`src/rtl/sys_pkg.sv`:
```
// Shared definitions for the systolic-array job controller.
//   - Register addresses of the array control block (start, max counter, run counter).
//   - Controller FSM state type.
//   - is_ctrl_reg(): true for addresses in the protected control register window.
package sys_pkg;

    localparam logic [15:0] SYS_START_ADR = 16'hFFF0;
    localparam logic [15:0] SYS_MAX_CNTR  = 16'hFFF1;
    localparam logic [15:0] SYS_RUN_CNTR  = 16'hFFF2;

    typedef enum logic [2:0] {
        StIdle,
        StWrMax,
        StWrRun,
        StWrStart,
        StWaitBusy,
        StWaitDone,
        StDone
    } sys_state_e;

    function automatic logic is_ctrl_reg(input logic [15:0] adr);
        return (adr >= SYS_START_ADR) && (adr <= SYS_RUN_CNTR);
    endfunction

endpackage

```
`src/rtl/sys_ctrl_wdog.sv`:
```
// Watchdog counter for the job controller's wait phase.
// Ports:
//   clk      clock, posedge
//   rst      synchronous active-high reset
//   clr      restart the count from zero
//   en       count one cycle
//   expired  high in the cycle the count sits at TIMEOUT_CYC-1 while counting
module sys_ctrl_wdog #(
    parameter int unsigned TIMEOUT_CYC = 4096
) (
    input  logic clk,
    input  logic rst,
    input  logic clr,
    input  logic en,
    output logic expired
);

    localparam logic [15:0] LIMIT = 16'(TIMEOUT_CYC - 1);

    logic [15:0] cnt_q;

    always_ff @(posedge clk) begin
        if (rst) begin
            cnt_q <= '0;
        end else if (clr) begin
            cnt_q <= '0;
        end else if (en) begin
            cnt_q <= cnt_q + 16'd1;
        end
    end

    assign expired = en && (cnt_q == LIMIT);

endmodule

```
`src/rtl/sys_ctrl.sv`:
```
// Job controller for the systolic array. Accepts a job descriptor, programs the max and run
// counters, issues job_cnt start pulses (each waiting for the array to go busy then idle) and
// pulses done. Shares the buffer write port with a host, which is stalled while the
// controller writes and, during a job, on accesses to the control registers.
// Optional feature: define SYS_CTRL_TIMEOUT_EN for a wait-phase watchdog that aborts the job
// after TIMEOUT_CYC cycles and pulses err.
// Ports:
//   clk, rst                      clock and synchronous active-high reset
//   job_valid/job_ready           job handshake (ready only in idle)
//   job_max, job_run, job_cnt     max-counter value, run-counter value, pass count (0 -> 1)
//   h_wen, h_wadr, h_wdata        host write request; h_stall asks the host to hold it
//   wen, wadr, wdata              arbitrated write port toward the buffer block
//   sys_busy                      array running
//   busy, done, err               job in progress, completion pulse, watchdog abort pulse
module sys_ctrl
    import sys_pkg::*;
#(
    parameter int unsigned TIMEOUT_CYC = 4096
) (
    input  logic        clk,
    input  logic        rst,
    input  logic        job_valid,
    output logic        job_ready,
    input  logic [7:0]  job_max,
    input  logic [7:0]  job_run,
    input  logic [7:0]  job_cnt,
    input  logic        h_wen,
    input  logic [15:0] h_wadr,
    input  logic [15:0] h_wdata,
    output logic        h_stall,
    output logic        wen,
    output logic [15:0] wadr,
    output logic [15:0] wdata,
    input  logic        sys_busy,
    output logic        busy,
    output logic        done,
    output logic        err
);

    if (TIMEOUT_CYC < 2) begin : g_bad_timeout
        $error("TIMEOUT_CYC must be at least 2");
    end

    sys_state_e  state_q;
    logic [7:0]  max_q;
    logic [7:0]  run_q;
    logic [7:0]  remaining_q;

`ifdef SYS_CTRL_TIMEOUT_EN
    logic wdog_expired;
    logic err_q;

    // Clearing in WR_START makes every WAIT_BUSY entry start from zero.
    sys_ctrl_wdog #(
        .TIMEOUT_CYC(TIMEOUT_CYC)
    ) u_wdog (
        .clk     (clk),
        .rst     (rst),
        .clr     (state_q == StWrStart),
        .en      ((state_q == StWaitBusy) || (state_q == StWaitDone)),
        .expired (wdog_expired)
    );

    assign err = ~rst & err_q;
`else
    assign err = 1'b0;
`endif

    always_ff @(posedge clk) begin
        if (rst) begin
            state_q     <= StIdle;
            max_q       <= '0;
            run_q       <= '0;
            remaining_q <= '0;
`ifdef SYS_CTRL_TIMEOUT_EN
            err_q       <= 1'b0;
`endif
        end else begin
`ifdef SYS_CTRL_TIMEOUT_EN
            err_q <= 1'b0;
`endif
            unique case (state_q)
                StIdle: begin
                    if (job_valid) begin
                        max_q       <= job_max;
                        run_q       <= job_run;
                        remaining_q <= (job_cnt == 8'd0) ? 8'd1 : job_cnt;
                        state_q     <= StWrMax;
                    end
                end
                StWrMax:   state_q <= StWrRun;
                StWrRun:   state_q <= StWrStart;
                StWrStart: state_q <= StWaitBusy;
                StWaitBusy: begin
`ifdef SYS_CTRL_TIMEOUT_EN
                    if (wdog_expired) begin
                        state_q <= StIdle;
                        err_q   <= 1'b1;
                    end else
`endif
                    // A zero run count never makes the array busy, so don't wait for it.
                    if (sys_busy || (run_q == 8'd0)) begin
                        state_q <= StWaitDone;
                    end
                end
                StWaitDone: begin
`ifdef SYS_CTRL_TIMEOUT_EN
                    if (wdog_expired) begin
                        state_q <= StIdle;
                        err_q   <= 1'b1;
                    end else
`endif
                    if (!sys_busy) begin
                        remaining_q <= remaining_q - 8'd1;
                        state_q     <= (remaining_q == 8'd1) ? StDone : StWrStart;
                    end
                end
                StDone:  state_q <= StIdle;
                default: state_q <= StIdle;
            endcase
        end
    end

    logic in_job;
    logic host_blocked;

    assign in_job       = (state_q != StIdle);
    assign host_blocked = (state_q == StWrMax) || (state_q == StWrRun) ||
                          (state_q == StWrStart) || (in_job && is_ctrl_reg(h_wadr));

    always_comb begin
        job_ready = 1'b0;
        busy      = 1'b0;
        done      = 1'b0;
        h_stall   = 1'b0;
        wen       = 1'b0;
        wadr      = '0;
        wdata     = '0;
        if (!rst) begin
            job_ready = ~in_job;
            busy      = in_job;
            done      = (state_q == StDone);
            h_stall   = h_wen & host_blocked;
            unique case (state_q)
                StWrMax: begin
                    wen   = 1'b1;
                    wadr  = SYS_MAX_CNTR;
                    wdata = {8'h00, max_q};
                end
                StWrRun: begin
                    wen   = 1'b1;
                    wadr  = SYS_RUN_CNTR;
                    wdata = {8'h00, run_q};
                end
                StWrStart: begin
                    wen   = 1'b1;
                    wadr  = SYS_START_ADR;
                    wdata = 16'h0001;
                end
                default: begin
                    if (h_wen && !host_blocked) begin
                        wen   = 1'b1;
                        wadr  = h_wadr;
                        wdata = h_wdata;
                    end
                end
            endcase
        end
    end

endmodule

```
`config.mk`:
```
export PLATFORM = sky130hd
export DESIGN_NAME = sys_ctrl
export DESIGN_NICKNAME = d
export VERILOG_FILES = /design/src/rtl/sys_pkg.sv /design/src/rtl/sys_ctrl_wdog.sv /design/src/rtl/sys_ctrl.sv
export SDC_FILE = /design/constraint.sdc
export NUM_CORES = 1
export LEC_CHECK = 0
export ABC_AREA = 1
export ABC_CLOCK_PERIOD_IN_PS = 2570
export BUFFER_PORTS_ARGS = -buffer_cell sky130_fd_sc_hd__buf_2
export CORE_MARGIN = 5
export CORE_UTILIZATION = 40
export DETAILED_ROUTE_END_ITERATION = 6
export MAX_ROUTING_LAYER = met4
export PLACE_DENSITY = 0.82
export SLEW_MARGIN = 20
export SYNTH_ARGS = -nofsm -noshare
export SYNTH_HDL_FRONTEND = slang
export SYNTH_SLANG_ARGS = --single-unit
```
`constraint.sdc`:
```
create_clock -name clk -period 2.57 [get_ports clk]
set_input_delay 0.1285 -clock clk [delete_from_list [all_inputs] [get_ports clk]]
set_output_delay 0.1285 -clock clk [all_outputs]
set_load 0.02 [all_outputs]
```
==> Word-level counts from Yosys, hierarchy flattened <==
Cells that the tools add are included.
{ "word_totals": {"ff_bits": 27, "input_bits": 61, "out_inout_bits": 38} }
{ "op_classes": {"bitwise_logic": 2, "reduce_logical": 17, "addsub": 1, "mux": 22, "eq_ne": 10, "n_lt_le_gt_ge": 2} }
{ "ops": {"columns": ["operator", "count"], "rows": [
  ["one-hot mux 16 bit (3 select lines)", 2],
  ["2-to-1 mux 16 bit", 4],
  ["2-to-1 mux 8 bit", 3],
  ["one-hot mux 3 bit (6 select lines)", 1],
  [">= comparator 16 bit, second input constant", 1],
  ["<= comparator 16 bit, second input constant", 1],
  ["zero test 8 bit", 2],
  ["one-hot mux 8 bit (2 select lines)", 1],
  ["2-to-1 mux 3 bit", 4],
  ["equality test 3 bit, second input constant", 3],
  ["equality test 8 x 1 -> 1 bit, second input constant", 1],
  ["subtractor 8 x 1 -> 8 bit, second input constant", 1],
  ["2-to-1 mux 1 bit", 7],
  ["equality test 3 x 2 -> 1 bit, second input constant", 2],
  ["inequality test 2 bit, second input constant", 3],
  ["AND reduction 3 bit", 2],
  ["logical OR 1 bit", 4],
  ["equality test 3 x 1 -> 1 bit, second input constant", 1],
  ["logical AND 1 bit", 3],
  ["zero test 3 bit", 1],
  ["nonzero test 3 bit", 1],
  ["OR reduction 3 bit", 1],
  ["AND reduction 2 bit", 1],
  ["nonzero test 2 bit", 1],
  ["3 further kinds", 3]
]} }

==> Depth between registers and ports, before layout <==
Gate-level depths: netlist of the first run.
{ "depth": {"word_depth": 9, "mapped_depth": 10} }

==> Worst setup path before layout of the first run <==
No wires, ideal clock.
{ "synth_timing": {"path_kind": "register to output", "start": "register state_q[0]", "end": "output port wadr[2]", "path_slack_ns": 1.010, "arrival_time_ns": 1.431, "path_stages_with_launch": 8, "required_time_ns": 2.441, "path_cell_list": "dfxtp_1 buf_4 nor2_4 nor2_2 buf_4 inv_1 nand2_2 nor3_1"} }
{ "synth_between": {"elab_chain_len": 9, "elab_cells_between_ends": 13, "classes_between": "eq/ne: 3; mux: 3; reduce/logical: 7"} }
{ "synth_lines": {"columns": ["item", "line_no", "text"], "rows": [
  ["start: declaration", "sys_ctrl.sv:44", "sys_state_e state_q;"],
  ["start signal: assignment", "sys_ctrl.sv:71", "state_q <= StIdle;"],
  ["start signal: assignment", "sys_ctrl.sv:88", "state_q <= StWrMax;"],
  ["start signal: assignment", "sys_ctrl.sv:91", "StWrMax: state_q <= StWrRun;"],
  ["equality test 3 x 1 -> 1 bit / equality test 3 x 2 -> 1 bit (equally long branches)", "sys_ctrl.sv:128, sys_ctrl.sv:144", null],
  ["logical OR 1 bit (2 in a row)", "sys_ctrl.sv:128", "assign host_blocked = (state_q == StWrMax) || (state_q == StWrRun) ||"],
  ["logical OR 1 bit", "sys_ctrl.sv:129", "(state_q == StWrStart) || (in_job && is_ctrl_reg(h_wadr));"],
  ["zero test 1 bit", "sys_ctrl.sv:161", "if (h_wen && !host_blocked) begin"],
  ["logical AND 1 bit", "sys_ctrl.sv:161", null],
  ["2-to-1 mux 16 bit", "sys_ctrl.sv:161", null],
  ["one-hot mux 16 bit (3 select lines) (*)", "sys_ctrl.sv:144", "unique case (state_q)"],
  ["2-to-1 mux 16 bit (*)", "sys_ctrl.sv:139", "if (!rst) begin"],
  ["end: declaration", "sys_ctrl.sv:32", "output logic [15:0] wadr,"]
]} }
Mark *: on every way between the ends. The rest lies on a longest branch, timed or not.

==> Final worst setup path of the first run <==
{ "layout_timing": {"start": "register state_q[0]", "end": "output port wdata[3]"} }
{ "layout_between": {"elab_chain_len": 9, "elab_cells_between_ends": 13, "classes_between": "eq/ne: 3; mux: 3; reduce/logical: 7"} }
{ "layout_lines": {"columns": ["item", "line_no", "text"], "rows": [
  ["equality test 3 x 1 -> 1 bit / equality test 3 x 2 -> 1 bit (equally long branches)", "sys_ctrl.sv:128, sys_ctrl.sv:144", null],
  ["logical OR 1 bit (2 in a row)", "sys_ctrl.sv:128", null],
  ["logical OR 1 bit", "sys_ctrl.sv:129", null],
  ["zero test 1 bit", "sys_ctrl.sv:161", null],
  ["logical AND 1 bit", "sys_ctrl.sv:161", null],
  ["2-to-1 mux 16 bit", "sys_ctrl.sv:161", null],
  ["one-hot mux 16 bit (3 select lines) (*)", "sys_ctrl.sv:144", null],
  ["2-to-1 mux 16 bit (*)", "sys_ctrl.sv:139", null],
  ["end: declaration", "sys_ctrl.sv:33", "output logic [15:0] wdata,"]
]} }
Marks and branches as above.

==> results of run 1 <==
-- critical path, delay by kind of cell (launching register included) --
kind,cells,cell delay [ns]
AOI/OAI and AO/OA,1,0.29
and+or+nand+nor,3,0.78
DFF,1,0.52
buffers and inverters,1,0.20
-- where the power goes --
group	switching [mW]	internal, mW
registers	0.0522	0.492
clock network	0.132	0.110
logic	0.605	0.294
total	0.790	0.896
-- kinds of logic (layout without fill, tap and decap cells) --
| logic type | count (synthesis) | in the layout | synth area share |
|---|---|---|---|
| simple gates | 142 | 142 | 0.322 |
| compound gates | 99 | 99 | 0.256 |
| buf+inv | 62 | 148 | 0.137 |
| flops | 27 | 27 | 0.270 |
| fa+ha+maj | 2 | 2 | 0.0125 |
| other cells | 1 | 1 | 0.00187 |
-- worst max path at each step --
stage	start	to	slack [ns]	cells past startpoint
floorplan	state_q[0]	wadr[2]	1.01	7
global placement	state_q[0]	wdata[3]	0.55	5
detailed placement	state_q[0]	wadr[0]	0.46	5
CTS	state_q[0]	wadr[0]	0.15	5
global route	state_q[0]	wdata[6]	0.19	6
finish	state_q[0]	wdata[3]	0.37	5
-- per-layer routing --
| layer | share of wire | wire length, um | global-route usage |
|---|---|---|---|
| met5 | 0 | 0 | - |
| met4 | 0.0058 | 34 | 0.0372 |
| met3 | 0.080 | 472 | 0.0144 |
| met1 | 0.43 | 2530 | 0.224 |
| met2 | 0.48 | 2850 | 0.319 |
-- registers in the layout, indices dropped and copies added, names as in the netlist --
register,count
max_q,8
remaining_q,8
run_q,8
state_q,3
-- per-stage QoR --
stage          hold WS [ns]  setup WS, ns
3_5_place_dp          0.416         0.460
4_1_cts               0.124         0.147
3_3_place_gp          0.405         0.554
5_1_grt               0.152         0.190
6_report              0.127         0.369
2_1_floorplan         0.293          1.01
-- cell type report --
class | count | area, um^2 | area share
clock buffers | 3 | 41.3 | 0.0163
flip-flops and latches | 27 | 541 | 0.213
inverters | 45 | 169 | 0.0667
well taps | 67 | 83.8 | 0.0331
repair buffers | 99 | 500 | 0.198
multi-input cells | 244 | 1190 | 0.470
clock inverters | 1 | 7.51 | 0.00296
-- repair_timing --
item / CTS / global route
endpoints found under the setup margin: 0 / 21
buffers inserted: 0 / 0
gates resized for setup: 0 / 1
-- cell usage in the layout (no fill, tap or decap), types with 3 or more instances in the layout --
master and instances:
nor2_4 3, dfxtp_1 27, nand4_1 4, nand3_1 11, nor3_1 5, nand3_2 3
nand2_2 4, inv_2 4, inv_1 40, nand2_1 54, clkbuf_8 3, buf_2 97
o22ai_1 9, o21ai_0 35, nor2_1 53, a21oi_1 52
==> metrics.md, run 1 <==
| Metric | Value |
|---|---|
| Worst path max stage delay | 0.52 ns |
| Row count | 25 |
| Placer Congestion | 0.884 |
| Root Driver | clkbuf_8 |
| Final Hold Fails | 0 |
| Core area | 0.00479 mm^2 |
| WL/cell | 12.1 um |
| YS warnings | 0 |
| Hold path depth | 3 |
| Initial Utilization | 0.419 |
| Largest area contributor in the netlist | dfxtp_1 |
| Synth top area cells | dfxtp_1 (27%), a21oi_1 (13%), nand2_1 (10%) |
| Later-pin clock latency in the skew report | 0.27 ns |
| Half-perimeter wire length after placement | 4.66 mm |
| Fillers | 522 |
| Initial DRC count | 129 |
| Critical setup path kind | reg2out |
| Critical Path Source Type | flip-flop |
| Post-synth top cells | nand2_1 (55), nor2_1 (53), a21oi_1 (52), inv_1 (40), o21ai_0 (35) |
| IO Count | 99 |
| Post-Syn Area | 0.00200 mm^2 |
| Syn Inst Count | 333 |
| Least-Margin Pin Slew | 0.856 ns |
| Die X | 80.8 um |
| # port buffers | 97 |
| Synth Register Bits | 27 |
| Library cells used by synthesis | 27 |
| Slew Viols, Final | 0 |
| Crit-path max FO | 23 |
| Initial antenna violation count | 0 |
| P&R area growth vs syn | 26.4% |
| Setup crit end kind | primary output |
| Placed cells | 482 |
| H-tree Lvls | 1 |
| Reg2reg start | state_q[2] |
| DRC viols | 0 |
| Routed Wire Length | 5.88 mm |
| Fin util | 0.529 |
| NumNets Final | 483 |
| Register area share after synthesis | 0.270 |
| Count leader, synth | nand2_1 |
| Clock sink count | 27 |
| Vias in the first global route | 2217 |
| Cell Chain, Critical Path | nor2_4 -> nor2_2 -> nand2_2 -> a21oi_1 -> buf_2 |
| EDFF count, synth | 0 |
| CTS Buf Count | 3 |
| P per Cell Area | 666 mW/mm^2 |
| Ratio of cells with drive above 1 in the final layout | 0.291 |
| Reg2Reg Depth | 6 |
| TNS Setup | 0 ns |
| Final setup fails | 0 |
| Die Y | 80.8 um |
| HP Class | in2reg |
| FMAX | 454 MHz |
| Largest net degree at the start of global routing | 32 |
| CTS clock-pin slew for the worst setup and hold paths | 0.09 ns |
| Post-DP Area | 0.00248 mm^2 |
| Slew headroom | 0.428 |
| Mapped Nets | 396 |
| R2r setup slk | 0.61 ns |
| CTS tree | yes |
| Final ANT Viol Nets | 0 |
| Run status | complete, no violations |
| Leakage | 1.27 nW |
| Clk buf depth | 2 |
| First-pass GRT wire length | 9.40 mm |
| Reg2Reg Capture Point | max_q[1] |
| Arr. time, crit path | 2.07 ns |
| Vias per cell | 4.98 |
| Gr ovfl total | 0 |
| Non-Filler Instances | 486 |
| Syn avg cell area | 6.02 um^2 |
| Diode count | 0 |
| Detailed Routing Iterations Pass 1 | 4 |
| Ys async rst share | 0 |
| Worst VDD drop | 0.362 mV |
| CP Data Required Time | 2.44 ns |
| Die ar. | 0.00652 mm^2 |
| GRT Util Overall | 0.180 |
| Most used flip-flop cell after synthesis | dfxtp_1 |
| Worst hold endpoint | max_q[0] |
| Final Cycle Share | 0.856 |
| Design area | 0.00253 mm^2 |
| RSZ-0062 raised after global routing | no |
| MaxCap Viol Count | 0 |
| Hold_sp | job_max[0] |
| # hold bufs at CTS | 0 |
| Clock skew | 0.00325 ns |
| Slowest CP cell | dfxtp_1 |
| Post-route minimum period | 2.20 ns |
| Top-area cell type share of the netlist area | 0.270 |
| Overall Power | 1.69 mW |
| DR vias | 2421 |
No activity file was read; power rests on OpenSTA's default activity.
==> run 2: changes to the inputs <==
Settings changed: ABC_AREA 1 to not set.
==> metrics.md, run 2 <==
| Metric | Value |
|---|---|
| Post-route minimum period | 2.38 ns (+0.175 ns) |
| CP most frequent cell | nor2_1 |
| Final Cycle Share | 0.925 (+0.0682) |
| Switching Share | 0.452 (-0.0166) |
| Later-pin clock latency in the skew report | 0.28 ns (about the same) |
| Final Hold Fails | 0 (unchanged) |
| Clock skew | 0.00144 ns (-0.00181 ns) |
| CP startpoint | state_q[1] |
| Least-Margin Pin Slew | 0.879 ns (+0.0223 ns) |
| Detailed Routing Iterations Pass 1 | 4 (unchanged) |
| Core area | 0.00479 mm^2 (unchanged) |
| CP Data Required Time | 2.44 ns (about the same) |
| HP Class | in2reg |
| CTS clock-pin slew for the worst setup and hold paths | 0.09 ns (about the same) |
| Post-DP Area | 0.00249 mm^2 (+0.45%) |
| Crit-path max FO | 14 (-39%) |
| Crit path depth | 5 (unchanged) |
| Die ar. | 0.00649 mm^2 (-0.43%) |
| R2r setup slk | 0.47 ns (-0.14 ns) |
| Delay-heaviest family, CP | simple AND/OR/NAND/NOR gates |
| Die X | 80.6 um (-0.22%) |
| Design area | 0.00254 mm^2 (+0.25%) |
| H-tree Lvls | 1 (unchanged) |
| P per Cell Area | 699 mW/mm^2 (+4.9%) |
| Library cells used by synthesis | 49 (+81%) |
| Routed Wire Length | 6.14 mm (+4.4%) |
| Vias per cell | 5.35 (+7.4%) |
| Comb power frac | 0.546 (+0.013) |
| CTS resizes | 0 (unchanged) |
| Diode count | 0 (unchanged) |
| # port buffers | 97 (unchanged) |
| YS warnings | 0 (unchanged) |
| Post-CTS Setup Bufs | 0 (unchanged) |
| Setup crit end kind | primary output |
| EDFF count, synth | 0 (unchanged) |
| Largest net degree at the start of global routing | 35 (+9.4%) |
| Final setup fails | 0 (unchanged) |
| Post-synth top cells | nand2_1 (40), a21oi_1 (37), dfxtp_1 (27), o21ai_0 (19) |
| TNS Setup | 0 ns (unchanged) |
| Fin util | 0.530 (+0.00131) |
| Syn avg cell area | 7.14 um^2 (+19%) |
| Mapped Nets | 342 (-14%) |
| WL/cell | 14.3 um (+18%) |
| Commonest non-fill, non-tap cell in the layout | buf_2 |
| Gr ovfl total | 0 (unchanged) |
| Worst VDD drop | 0.333 mV (-8.1%) |
| Largest registers | max_q: 8 flops, remaining_q: 8 flops, run_q: 8 flops |
| Overall Power | 1.77 mW (+5.2%) |
| First-pass GRT wire length | 9.35 mm (-0.51%) |
| Slew Viols, Final | 0 (unchanged) |
| Final ANT Viol Nets | 0 (unchanged) |
| P&R area growth vs syn | 27.4% |
| Syn Inst Count | 279 (-16%) |
| Post-Syn Area | 0.00199 mm^2 (-0.50%) |
| Initial antenna violation count | 0 (unchanged) |
| Worst path max stage delay | 0.68 ns (+0.16 ns) |
| Clock sink count | 27 (unchanged) |
| P_sw | 0.801 mW (+1.5%) |
| Clk buf depth | 2 (unchanged) |
| IO Count | 99 (unchanged) |
| Top-area cell type share of the netlist area | 0.271 (+0.00136) |
| # hold bufs at CTS | 0 (unchanged) |
| Root Driver | clkbuf_8 |
| Register area share after synthesis | 0.271 (+0.00136) |
| Most used flip-flop cell after synthesis | dfxtp_1 |
| Critical setup path kind | reg2out |
| CP bufs+invs | 1 (unchanged) |
| DRC viols | 0 (unchanged) |
| Largest area contributor in the netlist | dfxtp_1 |
| Reg2reg start | state_q[0] |
| CP Capture Point | wdata[4] |
| RSZ-0062 raised after global routing | no |
| MaxCap Viol Count | 0 (unchanged) |
| Run status | complete, no violations |
| Cell Chain, Critical Path | o21bai_1 -> nor2_1 -> nor3_2 -> nor2_1 -> buf_2 |
| Ys async rst share | 0 (unchanged) |
| Commonest non-fill, non-tap cells in the layout | buf_2 (97), nand2_1 (40), a21oi_1 (37) |
| Internal power | 0.972 mW (+8.5%) |
| Die Y | 80.6 um (-0.22%) |
| Placer Congestion | 0.862 (-2.5%) |
| Initial Utilization | 0.416 (-0.00209) |
| Slew headroom | 0.412 (-0.0156) |
| Reg2Reg Depth | 5 (-1) |
| GRT Util Overall | 0.182 (+0.00231) |
| Ratio of cells with drive above 1 in the final layout | 0.312 (+0.0210) |
| Initial DRC count | 151 (+17%) |
| Reg2Reg Capture Point | remaining_q[4] |
| NumNets Final | 426 (-12%) |
| Count leader, synth | nand2_1 |
| Part of the power in registers | 0.314 (-0.009) |
| Power share of the clock group | 0.140 (-0.004) |
| Hold slack | 0.0770 ns (-0.0500 ns) |
| DR vias | 2296 (-5.2%) |
| Leakage | 1.23 nW (-2.9%) |
| Synth top area cells | dfxtp_1 (27%), a21oi_1 (9.3%), nand2_1 (7.5%) |
| CTS tree | yes |
| Slowest CP cell | nor2_1 |
| CTS Buf Count | 3 (unchanged) |
| Row count | 25 (unchanged) |
| Critical Path Source Type | flip-flop |
| Arr. time, crit path | 2.25 ns (+0.18 ns) |
| Half-perimeter wire length after placement | 4.69 mm (+0.73%) |
| Synth Register Bits | 27 (unchanged) |
| Vias in the first global route | 2076 (-6.4%) |
| FMAX | 421 MHz (-7.4%) |
==> run 2: worst register-to-register path, stage by stage (launching register included) <==
cell	delay, ns
dfxtp_1	0.47
buf_4	0.30
nor4bb_1	0.52
or2_0	0.39
nand2b_1	0.16
o21ai_0	0.19
==> run 2: metal layers <==
metal	up-vias	routed length (um)	global-route usage
met5	-	0	-
met4	0	42	0.0422
met3	4	621	0.0348
met2	110	2830	0.317
met1	1023	2650	0.217
li1	1159	-	-
==> run 2: stage by stage <==
| stage | std cells | worst slack (ns) |
|---|---|---|
| after global routing | 429 | 0.00270 |
| after CTS | 429 | 0.211 |
| final | 429 | 0.194 |
| after floorplan | 279 | 0.796 |
| after detailed placement | 425 | 0.522 |
| after global placement | 425 | 0.573 |
==> run 2: layout make-up <==
type / count / area (um^2)
Clock buffer: 3 / 41.3
Clock inverter: 1 / 5.00
Fill cell: 474 / 2250
Inverter: 6 / 22.5
Multi-Input combinational cell: 222 / 1320
Sequential cell: 27 / 541
Tap cell: 67 / 83.8
Timing Repair Buffer: 103 / 531
==> run 2: power by group through the flow <==
stage / clock, mW / combinational (mW) / sequential [mW]
after floorplan: 0 / 0.706 / 0.538
after global placement: 0 / 0.951 / 0.560
after detailed placement: 0 / 0.963 / 0.564
after CTS: 0.249 / 0.967 / 0.554
after global routing: 0.267 / 1.06 / 0.569
final: 0.248 / 0.969 / 0.556
==> run 2: cell families after synthesis <==
logic type | Yosys count | synth area share
compound gates | 84 | 0.250
fa+ha+maj | 2 | 0.0126
buf+inv | 30 | 0.0690
flops | 27 | 0.271
mux | 1 | 0.00502
other cells | 1 | 0.00188
simple gates | 134 | 0.390
==> run 2: how the worst min path moves through the flow <==
stage / startpoint / to / slack [ns] / cells past startpoint
final: job_run[2] / run_q[2] / 0.08 / 3
after global routing: job_max[5] / max_q[5] / 0.08 / 3
after CTS: job_run[2] / run_q[2] / 0.08 / 3
after detailed placement: job_run[2] / run_q[2] / 0.38 / 3
after global placement: job_max[6] / max_q[6] / 0.37 / 3
after floorplan: job_max[0] / max_q[0] / 0.26 / 2
